`src/rtl/morse_pkg.sv`:
```
// Shared definitions for the Morse keyer: character codes, FSM state encodings and ROM entry type.
package morse_pkg;

   localparam logic [5:0] CODE_SPACE = 6'd36;
   localparam logic [5:0] CODE_MAX   = 6'd36;

   typedef logic [2:0] state_t;

   localparam state_t ST_IDLE     = 3'd0;
   localparam state_t ST_LOAD     = 3'd1;
   localparam state_t ST_MARK     = 3'd2;
   localparam state_t ST_GAP      = 3'd3;
   localparam state_t ST_CHAR_GAP = 3'd4;
   localparam state_t ST_WORD_GAP = 3'd5;

   // pattern[len-1] is keyed first; a 1 bit is a dash
   typedef struct packed {
      logic [2:0] len;
      logic [4:0] pattern;
   } rom_entry_t;

   function automatic rom_entry_t make_entry(input logic [2:0] len, input logic [4:0] pattern);
      rom_entry_t e;
      e.len     = len;
      e.pattern = pattern;
      return e;
   endfunction

   function automatic logic code_valid(input logic [5:0] code);
      return code <= CODE_MAX;
   endfunction

endpackage

```
`src/rtl/morse_rom.sv`:
```
// Combinational character-code to Morse element table (A-Z, 0-9); anything else returns len=0.
import morse_pkg::*;

module morse_rom (
   input  logic [5:0] code,
   output rom_entry_t entry
);

   always_comb begin
      entry = make_entry(3'd0, 5'b00000);
      case (code)
         6'd0:  entry = make_entry(3'd2, 5'b00001); // A .-
         6'd1:  entry = make_entry(3'd4, 5'b01000);
         6'd2:  entry = make_entry(3'd4, 5'b01010);
         6'd3:  entry = make_entry(3'd3, 5'b00100);
         6'd4:  entry = make_entry(3'd1, 5'b00000);
         6'd5:  entry = make_entry(3'd4, 5'b00010);
         6'd6:  entry = make_entry(3'd3, 5'b00110);
         6'd7:  entry = make_entry(3'd4, 5'b00000);
         6'd8:  entry = make_entry(3'd2, 5'b00000);
         6'd9:  entry = make_entry(3'd4, 5'b00111);
         6'd10: entry = make_entry(3'd3, 5'b00101);
         6'd11: entry = make_entry(3'd4, 5'b00100);
         6'd12: entry = make_entry(3'd2, 5'b00011);
         6'd13: entry = make_entry(3'd2, 5'b00010);
         6'd14: entry = make_entry(3'd3, 5'b00111);
         6'd15: entry = make_entry(3'd4, 5'b00110);
         6'd16: entry = make_entry(3'd4, 5'b01101);
         6'd17: entry = make_entry(3'd3, 5'b00010);
         6'd18: entry = make_entry(3'd3, 5'b00000);
         6'd19: entry = make_entry(3'd1, 5'b00001);
         6'd20: entry = make_entry(3'd3, 5'b00001);
         6'd21: entry = make_entry(3'd4, 5'b00001);
         6'd22: entry = make_entry(3'd3, 5'b00011);
         6'd23: entry = make_entry(3'd4, 5'b01001);
         6'd24: entry = make_entry(3'd4, 5'b01011);
         6'd25: entry = make_entry(3'd4, 5'b01100);
         6'd26: entry = make_entry(3'd5, 5'b11111); // 0 -----
         6'd27: entry = make_entry(3'd5, 5'b01111);
         6'd28: entry = make_entry(3'd5, 5'b00111);
         6'd29: entry = make_entry(3'd5, 5'b00011);
         6'd30: entry = make_entry(3'd5, 5'b00001);
         6'd31: entry = make_entry(3'd5, 5'b00000);
         6'd32: entry = make_entry(3'd5, 5'b10000);
         6'd33: entry = make_entry(3'd5, 5'b11000);
         6'd34: entry = make_entry(3'd5, 5'b11100);
         6'd35: entry = make_entry(3'd5, 5'b11110);
         default: entry = make_entry(3'd0, 5'b00000);
      endcase
   end

endmodule

```
`src/rtl/morse_keyer.sv`:
```
// Morse keyer: character FIFO plus ITU-timed keying FSM running directly off clk.
// Optional sidetone output is built when MORSE_SIDETONE_EN is defined.
import morse_pkg::*;

module morse_keyer #(
   parameter int UNIT_CYCLES = 12_000_000,
   parameter int FIFO_DEPTH  = 8,
   parameter int TONE_HALF   = 25_000
) (
   input  logic       clk,
   input  logic       rst,
   input  logic       char_valid,
   input  logic [5:0] char_data,
   output logic       char_ready,
   input  logic       en,
   input  logic       abort,
   input  logic       err_clr,
   output logic       key_out,
   output logic       tone,
   output logic       fifo_full,
   output logic       green,
   output logic       red
);

   localparam int PTR_W = (FIFO_DEPTH > 2) ? $clog2(FIFO_DEPTH) : 1;
   localparam int CNT_W = $clog2(FIFO_DEPTH + 1);
   localparam int CYC_W = $clog2(UNIT_CYCLES);

   logic [5:0]       mem [FIFO_DEPTH];
   logic [PTR_W-1:0] wr_ptr;
   logic [PTR_W-1:0] rd_ptr;
   logic [CNT_W-1:0] count;
   logic             fifo_empty;
   logic             accept;
   logic             push;
   logic             bad_code;
   logic             pop;

   state_t           state;
   state_t           state_nx;
   logic [5:0]       cur_code;
   rom_entry_t       entry;
   logic [4:0]       pattern;
   logic [2:0]       elem_idx;
   logic [2:0]       elem_nx;
   logic [CYC_W-1:0] cyc_cnt;
   logic [2:0]       unit_cnt;
   logic [2:0]       unit_target;
   logic             timed;
   logic             unit_end;
   logic             timed_done;

   assign fifo_empty = (count == '0);
   assign fifo_full  = (count == CNT_W'(FIFO_DEPTH));
   assign char_ready = !fifo_full && !abort;
   assign accept     = char_valid && char_ready;
   assign push       = accept && code_valid(char_data);
   assign bad_code   = accept && !code_valid(char_data);
   assign pop        = (state == ST_IDLE) && !fifo_empty && en && !abort;
   assign green      = fifo_empty && (state == ST_IDLE);

   always_ff @(posedge clk or posedge rst) begin
      if (rst) begin
         wr_ptr <= '0;
         rd_ptr <= '0;
         count  <= '0;
      end else if (abort) begin
         wr_ptr <= '0;
         rd_ptr <= '0;
         count  <= '0;
      end else begin
         if (push)
            wr_ptr <= wr_ptr + PTR_W'(1);
         if (pop)
            rd_ptr <= rd_ptr + PTR_W'(1);
         case ({push, pop})
            2'b10:   count <= count + CNT_W'(1);
            2'b01:   count <= count - CNT_W'(1);
            default: count <= count;
         endcase
      end
   end

   always_ff @(posedge clk) begin
      if (push)
         mem[wr_ptr] <= char_data;
      if (pop)
         cur_code <= mem[rd_ptr];
      if (state == ST_LOAD)
         pattern <= entry.pattern;
   end

   // a new invalid code beats a simultaneous clear
   always_ff @(posedge clk or posedge rst) begin
      if (rst)
         red <= 1'b0;
      else if (bad_code)
         red <= 1'b1;
      else if (err_clr)
         red <= 1'b0;
   end

   morse_rom u_rom (
      .code  (cur_code),
      .entry (entry)
   );

   always_comb begin
      timed       = 1'b1;
      unit_target = 3'd1;
      case (state)
         ST_MARK:     unit_target = pattern[elem_idx] ? 3'd3 : 3'd1;
         ST_GAP:      unit_target = 3'd1;
         ST_CHAR_GAP: unit_target = 3'd3;
         ST_WORD_GAP: unit_target = 3'd4;
         default:     timed = 1'b0;
      endcase
   end

   assign unit_end   = (cyc_cnt == CYC_W'(UNIT_CYCLES - 1));
   assign timed_done = timed && unit_end && (unit_cnt == unit_target - 3'd1);

   always_comb begin
      state_nx = state;
      elem_nx  = elem_idx;
      case (state)
         ST_IDLE: begin
            if (pop)
               state_nx = ST_LOAD;
         end
         ST_LOAD: begin
            if (cur_code == CODE_SPACE) begin
               state_nx = ST_WORD_GAP;
            end else if (entry.len != 3'd0) begin
               state_nx = ST_MARK;
               elem_nx  = entry.len - 3'd1;
            end else begin
               state_nx = ST_IDLE;
            end
         end
         ST_MARK: begin
            if (timed_done) begin
               if (elem_idx == 3'd0) begin
                  state_nx = ST_CHAR_GAP;
               end else begin
                  state_nx = ST_GAP;
                  elem_nx  = elem_idx - 3'd1;
               end
            end
         end
         ST_GAP: begin
            if (timed_done)
               state_nx = ST_MARK;
         end
         ST_CHAR_GAP, ST_WORD_GAP: begin
            if (timed_done)
               state_nx = ST_IDLE;
         end
         default: state_nx = ST_IDLE;
      endcase
      if (abort)
         state_nx = ST_IDLE;
   end

   // key_out is registered from the next state so it changes on the same edge as the FSM
   always_ff @(posedge clk or posedge rst) begin
      if (rst) begin
         state    <= ST_IDLE;
         key_out  <= 1'b0;
         elem_idx <= 3'd0;
         cyc_cnt  <= '0;
         unit_cnt <= 3'd0;
      end else begin
         state    <= state_nx;
         key_out  <= (state_nx == ST_MARK);
         elem_idx <= elem_nx;
         if ((state_nx != state) || !timed) begin
            cyc_cnt  <= '0;
            unit_cnt <= 3'd0;
         end else if (unit_end) begin
            cyc_cnt  <= '0;
            unit_cnt <= unit_cnt + 3'd1;
         end else begin
            cyc_cnt  <= cyc_cnt + CYC_W'(1);
         end
      end
   end

`ifdef MORSE_SIDETONE_EN
   localparam int TONE_W = $clog2(TONE_HALF + 1);

   logic [TONE_W-1:0] tone_cnt;
   logic              tone_q;

   always_ff @(posedge clk or posedge rst) begin
      if (rst) begin
         tone_cnt <= '0;
         tone_q   <= 1'b0;
      end else if (!key_out) begin
         tone_cnt <= '0;
         tone_q   <= 1'b0;
      end else if (tone_cnt == TONE_W'(TONE_HALF - 1)) begin
         tone_cnt <= '0;
         tone_q   <= !tone_q;
      end else begin
         tone_cnt <= tone_cnt + TONE_W'(1);
      end
   end

   assign tone = tone_q && key_out;
`else
   assign tone = 1'b0;
`endif

endmodule

```
`config.mk`:
```
export PLATFORM = sky130hd
export DESIGN_NAME = morse_keyer
export DESIGN_NICKNAME = d
export VERILOG_FILES = /design/src/rtl/morse_pkg.sv /design/src/rtl/morse_rom.sv /design/src/rtl/morse_keyer.sv
export SDC_FILE = /design/constraint.sdc
export NUM_CORES = 1
export LEC_CHECK = 0
export ABC_CLOCK_PERIOD_IN_PS = 4100
export CORE_MARGIN = 1
export CORE_UTILIZATION = 40
export CTS_BUF_LIST = sky130_fd_sc_hd__clkbuf_8
export DETAILED_ROUTE_END_ITERATION = 12
export GPL_TIMING_DRIVEN = 1
export PLACE_DENSITY = 0.56
export SLEW_MARGIN = 15
export SYNTH_ARGS = -nofsm -noshare
export SYNTH_HDL_FRONTEND = slang
export SYNTH_SLANG_ARGS = --single-unit
export TNS_END_PERCENT = 50
```
`constraint.sdc`:
```
create_clock -name clk -period 4.1 [get_ports clk]
set_input_delay 0.615 -clock clk [delete_from_list [all_inputs] [get_ports clk]]
set_output_delay 0.615 -clock clk [all_outputs]
set_load 0.02 [all_outputs]
```
==> results of run 1 <==
-- synth_stat cells (all sizes together) (11+ instances only) --
master and count:
nor2 55, inv 15, buf 12, ha 15
nand3 11, a21oi 20, xnor2 18, xor2 14
o21ai 11, mux4 13, edfxtp 59, nand2 33
dfrtp 45, nand2b 13
-- per-layer routing --
metal,wire (um),vias up,share of wire (%)
met3,386,8,3.8
met2,4650,62,46
met4,129,0,1.3
met1,5030,1669,49
li1,-,1669,-
met5,0,-,0
-- registers in the layout, summed over array words and instances (netlist names) --
| register | flops |
|---|---|
| key_out | 1 |
| mem | 48 |
| count | 4 |
| rd_ptr | 3 |
| unit_cnt | 3 |
| cur_code | 6 |
| cyc_cnt | 24 |
| state | 3 |
| elem_idx | 3 |
| red | 1 |
| pattern | 5 |
| wr_ptr | 3 |
-- stage by stage --
| step | setup slack [ns] | cells |
|---|---|---|
| after floorplan | 1.12 | 455 |
| after global routing | 0.584 | 647 |
| after CTS | 0.807 | 647 |
| after detailed placement | 0.680 | 631 |
| final | 0.822 | 647 |
| after global placement | 0.762 | 631 |
-- how the worst max path moves through the flow --
stage / start / endpoint / slack (ns) / cells after the start
floorplan: elem_idx[0] / elem_idx[0] / 1.12 / 11
global placement: char_data[0] / count[3] / 0.76 / 13
detailed placement: char_data[0] / count[3] / 0.68 / 13
CTS: elem_idx[0] / elem_idx[0] / 0.81 / 11
global route: elem_idx[0] / elem_idx[0] / 0.58 / 11
finish: elem_idx[0] / elem_idx[0] / 0.82 / 11
-- cell families after synthesis --
group,count (synthesis),share of synthesized area (%)
AOI/OAI and AO/OA,65,8.18
xor gates and xnor gates,32,5.25
adders and majority gates,16,3.89
buffers and inverters,34,2.76
DFF,104,54.3
muxes,31,9.11
other,1,0.0702
and+or+nand+nor,172,16.5
-- final cells by class --
class                   instances  area [um2]  share of cell area, %
flip-flops and latches        104        2900                   49.3
multi-input cells             317        2290                   39.0
well taps                     172         215                   3.66
repair buffers                 23         213                   3.62
clock buffers                   9         124                   2.11
clock inverters                 7        80.1                   1.36
inverters                      15        56.3                  0.957
-- critical path, stage by stage, from the launching register on --
cell and delay (ns):
dfrtp_1 0.43, mux4_2 0.51, nand2b_1 0.09, a21oi_1 0.07
o21ai_0 0.16, ha_1 0.18, xnor2_1 0.18, a31oi_1 0.12
a2111oi_4 0.50, nand2_1 0.15, a221o_1 0.46, mux2_4 0.32
-- power by group through the flow --
| stage | Clock (W) | Sequential (W) | Combinational [W] |
|---|---|---|---|
| 2_1_floorplan | 0 | 0.00124 | 0.000515 |
| 3_3_place_gp | 0 | 0.00132 | 0.000591 |
| 3_5_place_dp | 0 | 0.00132 | 0.000597 |
| 4_1_cts | 0.000668 | 0.00130 | 0.000601 |
| 5_1_grt | 0.000708 | 0.00131 | 0.000666 |
| 6_report | 0.000641 | 0.00130 | 0.000597 |
==> reports/metrics.sh, run 1 <==
POST-CTS-SETUP-BUFFER-COUNT=0
YOSYSTOPAREACELLSHARE_PCT=33.2
FINAL_NET_COUNT=498
TIMING.HOLD.WS_NS=0.497
CTS-HOLD-FIX-BUFFERS=0
NUMCTSBUFFERS=9
FINAL-HOLD-VIOLATION-COUNT=0
FINAL.PERIOD_UTILIZATION_PCT=80.0
DRT-VIAS-PER-INSTANCE=5.27
TIMING.FINAL.MAX_SLEW_VIOLATIONS=0
CLOCK-ROOT-BUFFER='clkbuf_8'
FF2FF_PATH_DEPTH=11
FLOW.AREA_GROWTH_FROM_SYNTHESIS_PCT=10.1
FINALPOWER_W=0.00253
SYNTH-EDFF-COUNT=59
AVGROUTEDWIREPERCELL_UM=15.8
SYNTH_FLOP_CELL='edfxtp_1'
HOLD_CLASS='flop to flop'
SYN-NUM-NETS=483
ANTENNA_CELLS_INSERTED=0
NUM_VIAS=3408
CTS_MAX_PATH_BUFFERS=2
VIAS_IN_THE_FIRST_GLOBAL_ROUTE=3267
ANTENNA_VIOLATING_NETS_POST_ROUTE=0
PATH_MAX_FANOUT=7
SYN-MEAN-INSTANCE-AREA_UM2=11.7
GRT_SETUP_UNREPAIRED='false'
INITIAL_CORE_UTIL_PCT=41.6
DPL_CELL_AREA_UM2=5680
CTS_NUM_SINKS=104
POWER.DENSITY_CELL_AREA_nW_PER_UM2=431
GP_ROUTABILITY_CONGESTION=0.799
DIE_HEIGHT_UM=118
FP.DIEW_UM=118
PERIOD_MINUS_SLACK_NS=3.28
GRTUSAGETOTAL_PCT=16.0
TIMING.MAX_CAP.VIOLATIONS=0
SETUP-VIOLATIONS-FINAL=0
ANTENNA_FOUND_INITIAL=0
FINAL_CORE_UTIL_PCT=45.9
SYNTH_WARNINGS=0
PORT_BUFFERS=16
DRC=0
GR-USAGE-MET1_PCT=22.9
FILLERINSTANCES=1184
WORST-SLEW-PIN-TRANSITION_NS=0.963
SYNTH_AREA_UM2=5340
FMAX_GHz=0.305
LAYOUT_COMMON_CELLS='edfxtp_1, nor2_1, dfrtp_1'
POST_ROUTE_CELLS_DRIVE_ABOVE_1_SHARE_PCT=11.2
REGTOREGENDPOINT='elem_idx[0]'
RR_STARTPOINT='elem_idx[0]'
WORSTSKEWPAIRLATENCY_NS=0.39
CTS_TREE='done'
SHARE_OF_TOTAL_POWER_IN_COMBINATIONAL_LOGIC_PCT=23.6
WORST_EP_ARRIVAL_TIME_NS=3.55
R2R_SLACK_NS=0.82
YS_FF_LATCH=104
LAYOUT.CELL_AREA.NON_FILLER_UM2=5880
CORE_AREA_UM2=12800
MET2_USAGE_GRT_PCT=23.8
SYNTH.LARGEST_AREA_CELL='edfxtp_1'
P_INT_W=0.00173
HOLD_PATH_DEPTH=1
WIRELENGTH_UM=10200
LAYOUT.CELLS.MOST_COMMON='edfxtp_1'
SYNTHDISTINCTLIBCELLS=63
SYNTH-SEQ-AREA-SHARE_PCT=54.3
SW_FRAC_OF_TOTAL_PCT=31.6
CRITICAL_PATH_ENDPOINT_CATEGORY='flop'
DP_HPWL_UM=7090
CTS_REPAIR_RESIZE_COUNT=0
HOLDCRITSTARTPOINT='cyc_cnt[0]'
SEQUENTIAL_POWER_SHARE_PCT=51.1
RUN_STATUS='finished, final reports clean'
CRIT_TYPE='flop to flop'
ASYNC_RESET_FF_SHARE_PCT=43.3
SYNTHCELLS=455
P_LEAK_nW=2.13
VDD_IR_DROP_MAX_mV=0.216
CLOCK_POWER_SHARE_PCT=25.3
WORST_SLEW_MARGIN_REL_PCT=35.7
REQUIRED_NS=4.37
CTS_MAX_LEVEL=3
DOMINANT_CELLS_BY_AREA_AFTER_SYNTHESIS='edfxtp_1, dfrtp_1, mux4_2, nor2_1, ha_1'
HOLD_PATH_END='cyc_cnt[0]'
P_SW_W=0.000802
BUSIEST_LAYER='met2'
DRT-INITIAL-DRC-COUNT=454
DRT_FIRST_PASS_ITERS=5
TOTAL_DIE_AREA_UM2=13800
CTS.CLK_SLEW.WORST_PATHS_NS=0.11
STD_CELL_ROWS=41
SETUP_TNS_NS=0
GRT_USE_MET3_PCT=4.22
FINCLKSKEW_NS=0.0147
GRT_REMAINING_OVERFLOW=0
PIN_COUNT=18
GRT_MAX_DEGREE=46
TIMING.CRITICAL_PATH.FROM_TYPE='flop'
GLOBAL_ROUTE_WIRE_LENGTH_BEFORE_REPAIR_UM=17200
Power figures use the tool's default switching activity.
==> inputs of run 2 (changes only) <==
--- a/config.mk
+++ b/config.mk
@@ -5,13 +5,13 @@
 export SDC_FILE = /design/constraint.sdc
 export NUM_CORES = 1
 export LEC_CHECK = 0
-export ABC_CLOCK_PERIOD_IN_PS = 4100
+export ABC_CLOCK_PERIOD_IN_PS = 3000
 export CORE_MARGIN = 1
 export CORE_UTILIZATION = 40
 export CTS_BUF_LIST = sky130_fd_sc_hd__clkbuf_8
 export DETAILED_ROUTE_END_ITERATION = 12
 export GPL_TIMING_DRIVEN = 1
-export PLACE_DENSITY = 0.56
+export PLACE_DENSITY = 0.58
 export SLEW_MARGIN = 15
 export SYNTH_ARGS = -nofsm -noshare
 export SYNTH_HDL_FRONTEND = slang
==> constraint.sdc (replaced) <==
create_clock -name clk -period 3 [get_ports clk]
set_input_delay 0.45 -clock clk [delete_from_list [all_inputs] [get_ports clk]]
set_output_delay 0.45 -clock clk [all_outputs]
set_load 0.02 [all_outputs]
==> run 2 against run 1 <==
  * Worst setup slack worse by 0.64 ns
  * Clock skew is 0.0037 ns lower
  * Largest cell class unchanged
  * Cell count grew 5.6%
  * Highest routed layer unchanged
  * Wire length rose by 3.0%
==> reports/metrics.sh, run 2 (same netlist as run 1, synthesis figures left out) <==
GRT_REMAINING_OVERFLOW=0
DRT-INITIAL-DRC-COUNT=318
NUMCTSBUFFERS=9
TIMING.FINAL.MAX_SLEW_VIOLATIONS=0
TIMING.MAX_CAP.VIOLATIONS=0
FINAL_NET_COUNT=534
HOLDCRITSTARTPOINT='cyc_cnt[0]'
AVGROUTEDWIREPERCELL_UM=15.4
CRITICAL_PATH_ENDPOINT_CATEGORY='flop'
GP_ROUTABILITY_CONGESTION=0.825
ANTENNA_CELLS_INSERTED=0
GRT_MAX_DEGREE=46
CRITPATHTOPFAMILY='compound AO/OA/AOI/OAI gates'
GLOBAL_ROUTE_WIRE_LENGTH_BEFORE_REPAIR_UM=17800
CTS.CLK_SLEW.WORST_PATHS_NS=0.10
HOLD_CLASS='flop to flop'
CRIT_TYPE='flop to flop'
FLIP_FLOP_COUNT_OF_THE_LARGEST_REGISTER_ALL_COPIES_AND_WORDS_ADDED=48
STD_CELL_ROWS=41
INITIAL_CORE_UTIL_PCT=41.6
VIAS_IN_THE_FIRST_GLOBAL_ROUTE=3486
STDCELL_COUNT=683
HOLD_PATH_END='cyc_cnt[0]'
SETUP-VIOLATIONS-FINAL=0
FP.DIEW_UM=118
GRT_SETUP_UNREPAIRED='false'
WORSTSKEWPAIRLATENCY_NS=0.38
MOST_FLOPS_REGISTER='mem'
CTS_NUM_SINKS=104
WORST-SLEW-PIN-TRANSITION_NS=0.947
FINAL.PERIOD_UTILIZATION_PCT=93.8
P_LEAK_nW=2.30
CTS_TREE='done'
TIMING.CRITICAL_PATH.BUF_INV=0
DRT-VIAS-PER-INSTANCE=5.21
GRTUSAGETOTAL_PCT=16.3
NUM_VIAS=3556
CTS_MAX_LEVEL=3
ANTENNA_VIOLATING_NETS_POST_ROUTE=0
CP_SLOWEST_STAGE_DELAY_NS=0.52
WIRELENGTH_UM=10500
FINAL-HOLD-VIOLATION-COUNT=0
TIMING.CRITICAL_PATH.FROM_TYPE='flop'
FLOW.AREA_GROWTH_FROM_SYNTHESIS_PCT=14.8
PIN_COUNT=18
ANTENNA_FOUND_INITIAL=0
FINCLKSKEW_NS=0.0109
FF2FF_PATH_DEPTH=10
DIE_HEIGHT_UM=118
R2R_SLACK_NS=0.19
WORST_SLEW_MARGIN_REL_PCT=36.8
VDD_IR_DROP_MAX_mV=0.242
DRT_FIRST_PASS_ITERS=4
LAYOUT_COMMON_CELLS='edfxtp_1, nor2_1, dfrtp_1'
CP_CELL_SEQUENCE='mux4_2 -> nand2b_1 -> a21oi_1 -> o21ai_1 -> ha_1 -> xnor2_1 -> a2111oi_4 -> nand2_1 -> a221o_1 -> mux2_4'
REQUIRED_NS=3.26
RUN_STATUS='finished, final reports clean'
TOTAL_DIE_AREA_UM2=13800
CTS_MAX_PATH_BUFFERS=2
REGTOREGENDPOINT='elem_idx[0]'
WORST_EP_ARRIVAL_TIME_NS=3.08
CRITICAL_PATH.SLOWEST_CELL='mux4_2'
PORT_BUFFERS=16
SETUP_TNS_NS=0
POST_ROUTE_CELLS_DRIVE_ABOVE_1_SHARE_PCT=17.4
RR_STARTPOINT='elem_idx[0]'
DP_HPWL_UM=7330
DRC=0
HOLD_PATH_DEPTH=1
CORE_AREA_UM2=12800
NUMPLACEDINSTANCES=666
PATH_MAX_FANOUT=2
LAYOUT_TOP_REGISTERS='mem x48, cyc_cnt x24, cur_code x6'
STARTPOINT='elem_idx[0]'
CLOCK-ROOT-BUFFER='clkbuf_8'
FMAX_GHz=0.355
POWER.DENSITY_CELL_AREA_nW_PER_UM2=577
PERIOD_MINUS_SLACK_NS=2.81
LAYOUT.CELLS.MOST_COMMON='edfxtp_1'
-- run 2: per-layer routing --
| metal | share of wire, % | GRT usage, % |
|---|---|---|
| met3 | 3.6 | 3.44 |
| met1 | 48 | 22.5 |
| met4 | 0.83 | 4.73 |
| met2 | 48 | 25.9 |
| met5 | 0 | 0 |
-- run 2: power breakdown --
part	internal (W)	total, W	switching [W]
sequential	0.00160	0.00169	0.0000938
clock	0.000320	0.000847	0.000528
combinational	0.000520	0.000996	0.000476
total	0.00244	0.00354	0.00110
-- run 2: final cells by class --
type	instances	area [um2]
clock buffer	9	124
tap	172	215
inverter	15	56.3
multi-input combinational	317	2290
sequential	104	2900
timing repair buffer	59	483
clock inverter	7	61.3
fill	1187	6690
-- run 2: worst max path at each step --
stage | end | slack [ns] | cells after the start
final | elem_idx[0] | 0.19 | 10
after global routing | elem_idx[0] | 0.01 | 10
after CTS | elem_idx[0] | 0.04 | 11
after detailed placement | elem_idx[0] | 0.007 | 11
after global placement | count[3] | 0.09 | 14
after floorplan | elem_idx[0] | 0.02 | 11
-- run 2: worst register-to-register path, stage by stage, from the launching register on --
cell and delay, ns:
dfrtp_1 0.39, mux4_2 0.52, nand2b_1 0.09, a21oi_1 0.06
o21ai_1 0.14, ha_1 0.26, xnor2_1 0.16, a2111oi_4 0.29
nand2_1 0.12, a221o_1 0.37, mux2_4 0.30
-- run 2: what timing repair did --
item	4_1_cts	5_1_grt
setup buffers	0	1
endpoints found under the setup margin	1	13
resized for setup	1	1
pin swaps	0	3
hold buffers	0	0
-- run 2: metrics by stage --
step / util [%] / setup WS, ns / total power, W / area, um2 / hold WS, ns
3_3_place_gp: 46.3 / 0.0906 / 0.00270 / 5940 / 0.464
4_1_cts: 47.8 / 0.0414 / 0.00356 / 6120 / 0.487
2_1_floorplan: - / 0.0163 / 0.00239 / 5340 / 0.448
6_report: 47.8 / 0.186 / 0.00354 / 6130 / 0.483
3_5_place_dp: 46.3 / 0.00678 / 0.00272 / 5940 / 0.472
5_1_grt: 47.8 / 0.0129 / 0.00375 / 6130 / 0.530
==> inputs of run 3 (changes only) <==
--- a/config.mk
+++ b/config.mk
@@ -11,7 +11,9 @@
 export CTS_BUF_LIST = sky130_fd_sc_hd__clkbuf_8
 export DETAILED_ROUTE_END_ITERATION = 12
 export GPL_TIMING_DRIVEN = 1
+export HOLD_SLACK_MARGIN = 0.02
 export PLACE_DENSITY = 0.58
+export REMOVE_ABC_BUFFERS = 1
 export SLEW_MARGIN = 15
 export SYNTH_ARGS = -nofsm -noshare
 export SYNTH_HDL_FRONTEND = slang
==> run 3 against run 2 <==
  * Flip-flop and latch count unchanged
  * Cell count down 0.44%
  * Clock power down 3.2%
  * Critical endpoint unchanged
  * Largest cell class unchanged
  * Largest power group unchanged
  * Highest routed layer unchanged
==> reports/metrics.sh, run 3 (same netlist as run 1, synthesis figures left out) <==
RUN_STATUS='finished, final reports clean'
FLIP_FLOP_COUNT_OF_THE_LARGEST_REGISTER_ALL_COPIES_AND_WORDS_ADDED=48
MOST_FLOPS_REGISTER='mem'
CORE_AREA_UM2=12800
INITIAL_CORE_UTIL_PCT=41.6
CTS_MAX_PATH_BUFFERS=2
CP_SLOWEST_STAGE_DELAY_NS=0.50
WORSTSKEWPAIRLATENCY_NS=0.38
HOLD_CLASS='flop to flop'
PORT_BUFFERS=16
CRITICAL_PATH.SLOWEST_CELL='mux4_2'
GRT_MAX_DEGREE=33
P_LEAK_nW=2.28
WORST_SLACK_NS=0.164
SETUP-VIOLATIONS-FINAL=0
ANTENNA_CELLS_INSERTED=0
VDD_IR_DROP_MAX_mV=0.251
DRT-VIAS-PER-INSTANCE=5.19
CRITICAL_PATH_ENDPOINT_CATEGORY='flop'
CRITPATHTOPFAMILY='compound AO/OA/AOI/OAI gates'
DPL_CELL_AREA_UM2=5920
DRC=0
SETUP_TNS_NS=0
FMAX_GHz=0.353
DRT_FIRST_PASS_ITERS=4
FINAL.PERIOD_UTILIZATION_PCT=94.5
FINALPOWER_W=0.00350
ANTENNA_FOUND_INITIAL=0
GRTUSAGETOTAL_PCT=15.8
GRT_REMAINING_OVERFLOW=0
WORST_SLEW_MARGIN_REL_PCT=48.5
FILLERINSTANCES=1171
FINCLKSKEW_NS=0.00993
PERIOD_MINUS_SLACK_NS=2.84
ANTENNA_VIOLATING_NETS_POST_ROUTE=0
FLOW.AREA_GROWTH_FROM_SYNTHESIS_PCT=14.4
TOTAL_DIE_AREA_UM2=13800
LAYOUT.CELL_AREA.NON_FILLER_UM2=6110
DPL_WORST_SLACK_NS=-0.239
LAYOUT_TOP_REGISTERS='mem x48, cyc_cnt x24, cur_code x6'
CTS_TREE='done'
GRT_SETUP_UNREPAIRED='false'
DP_HPWL_UM=7370
FINAL-HOLD-VIOLATION-COUNT=0
POWER.DENSITY_CELL_AREA_nW_PER_UM2=573
POST_ROUTE_CELLS_DRIVE_ABOVE_1_SHARE_PCT=16.9
TIMING.MAX_CAP.VIOLATIONS=0
REQUIRED_NS=3.27
LAYOUT_COMMON_CELLS='edfxtp_1, nor2_1, dfrtp_1'
PIN_COUNT=18
STDCELL_COUNT=680
STD_CELL_ROWS=41
FP.DIEW_UM=118
CRIT_TYPE='flop to flop'
FINAL_NET_COUNT=531
CP_CELL_SEQUENCE='mux4_2 -> nand2b_1 -> a21oi_1 -> o21ai_1 -> ha_2 -> xnor2_1 -> a2111oi_4 -> nand2_1 -> a221o_1 -> mux2_4'
NUMCTSBUFFERS=9
GP_ROUTABILITY_CONGESTION=0.810
CLOCK-ROOT-BUFFER='clkbuf_8'
WORST-SLEW-PIN-TRANSITION_NS=0.762
CTS_NUM_SINKS=104
LAYOUT.CELLS.MOST_COMMON='edfxtp_1'
DRT-INITIAL-DRC-COUNT=286
WIRELENGTH_UM=10300
WORST_EP_ARRIVAL_TIME_NS=3.11
AVGROUTEDWIREPERCELL_UM=15.1
VIAS_IN_THE_FIRST_GLOBAL_ROUTE=3427
TIMING.FINAL.MAX_SLEW_VIOLATIONS=0
TIMING.CRITICAL_PATH.BUF_INV=0
CTS.CLK_SLEW.WORST_PATHS_NS=0.10
DIE_HEIGHT_UM=118
NUM_VIAS=3529
TIMING.CRITICAL_PATH.FROM_TYPE='flop'
CTS_MAX_LEVEL=3
NUMPLACEDINSTANCES=663
GLOBAL_ROUTE_WIRE_LENGTH_BEFORE_REPAIR_UM=17000
PATH_MAX_FANOUT=2
==> run 3: layer usage <==
metal  share of wire (%)  track usage, %  up-vias
li1                    -               -     1740
met1                  50            22.0     1727
met2                  45            24.3       49
met3                 2.9            2.96       13
met4                 1.6            6.01        0
met5                   0               0        -
==> run 3: final cells by class <==
class                   instances  area, um2  area share, %
repair buffers                 56        460           7.53
clock inverters                 7       55.1          0.901
inverters                      15       56.3          0.921
flip-flops and latches        104       2900           47.4
multi-input cells             317       2300           37.7
clock buffers                   9        124           2.03
well taps                     172        215           3.52
==> run 3: power breakdown <==
part / internal [W] / switching [W] / total, W
Sequential: 0.00160 / 0.000125 / 0.00172
Combinational: 0.000511 / 0.000449 / 0.000960
Clock: 0.000312 / 0.000507 / 0.000820
Total: 0.00242 / 0.00108 / 0.00350
==> run 3: final timing paths <==
path	endpoint	cells past startpoint	startpoint	slack [ns]
hold reg to reg	cyc_cnt[0]	1	cyc_cnt[0]	0.48
setup / recovery	elem_idx[0]	10	elem_idx[0]	0.16
hold / removal	cyc_cnt[0]	1	cyc_cnt[0]	0.48
min in group asynchronous	elem_idx[2]	2	rst	0.49
setup reg to reg	elem_idx[0]	10	elem_idx[0]	0.16
max in group asynchronous	cyc_cnt[11]	3	rst	1.91
==> run 3: through the flow <==
stage / utilization [%] / hold slack (ns)
global placement: 46.1 / 0.468
global route: 47.6 / 0.527
detailed placement: 46.1 / 0.470
floorplan: - / 0.448
CTS: 47.5 / 0.483
finish: 47.6 / 0.479
==> run 3: repair_timing <==
action | in CTS | in global routing
gates resized for setup | 0 | 4
buffers inserted | 0 | 1
endpoints found under the setup margin | 0 | 14
hold buffers | 0 | 0
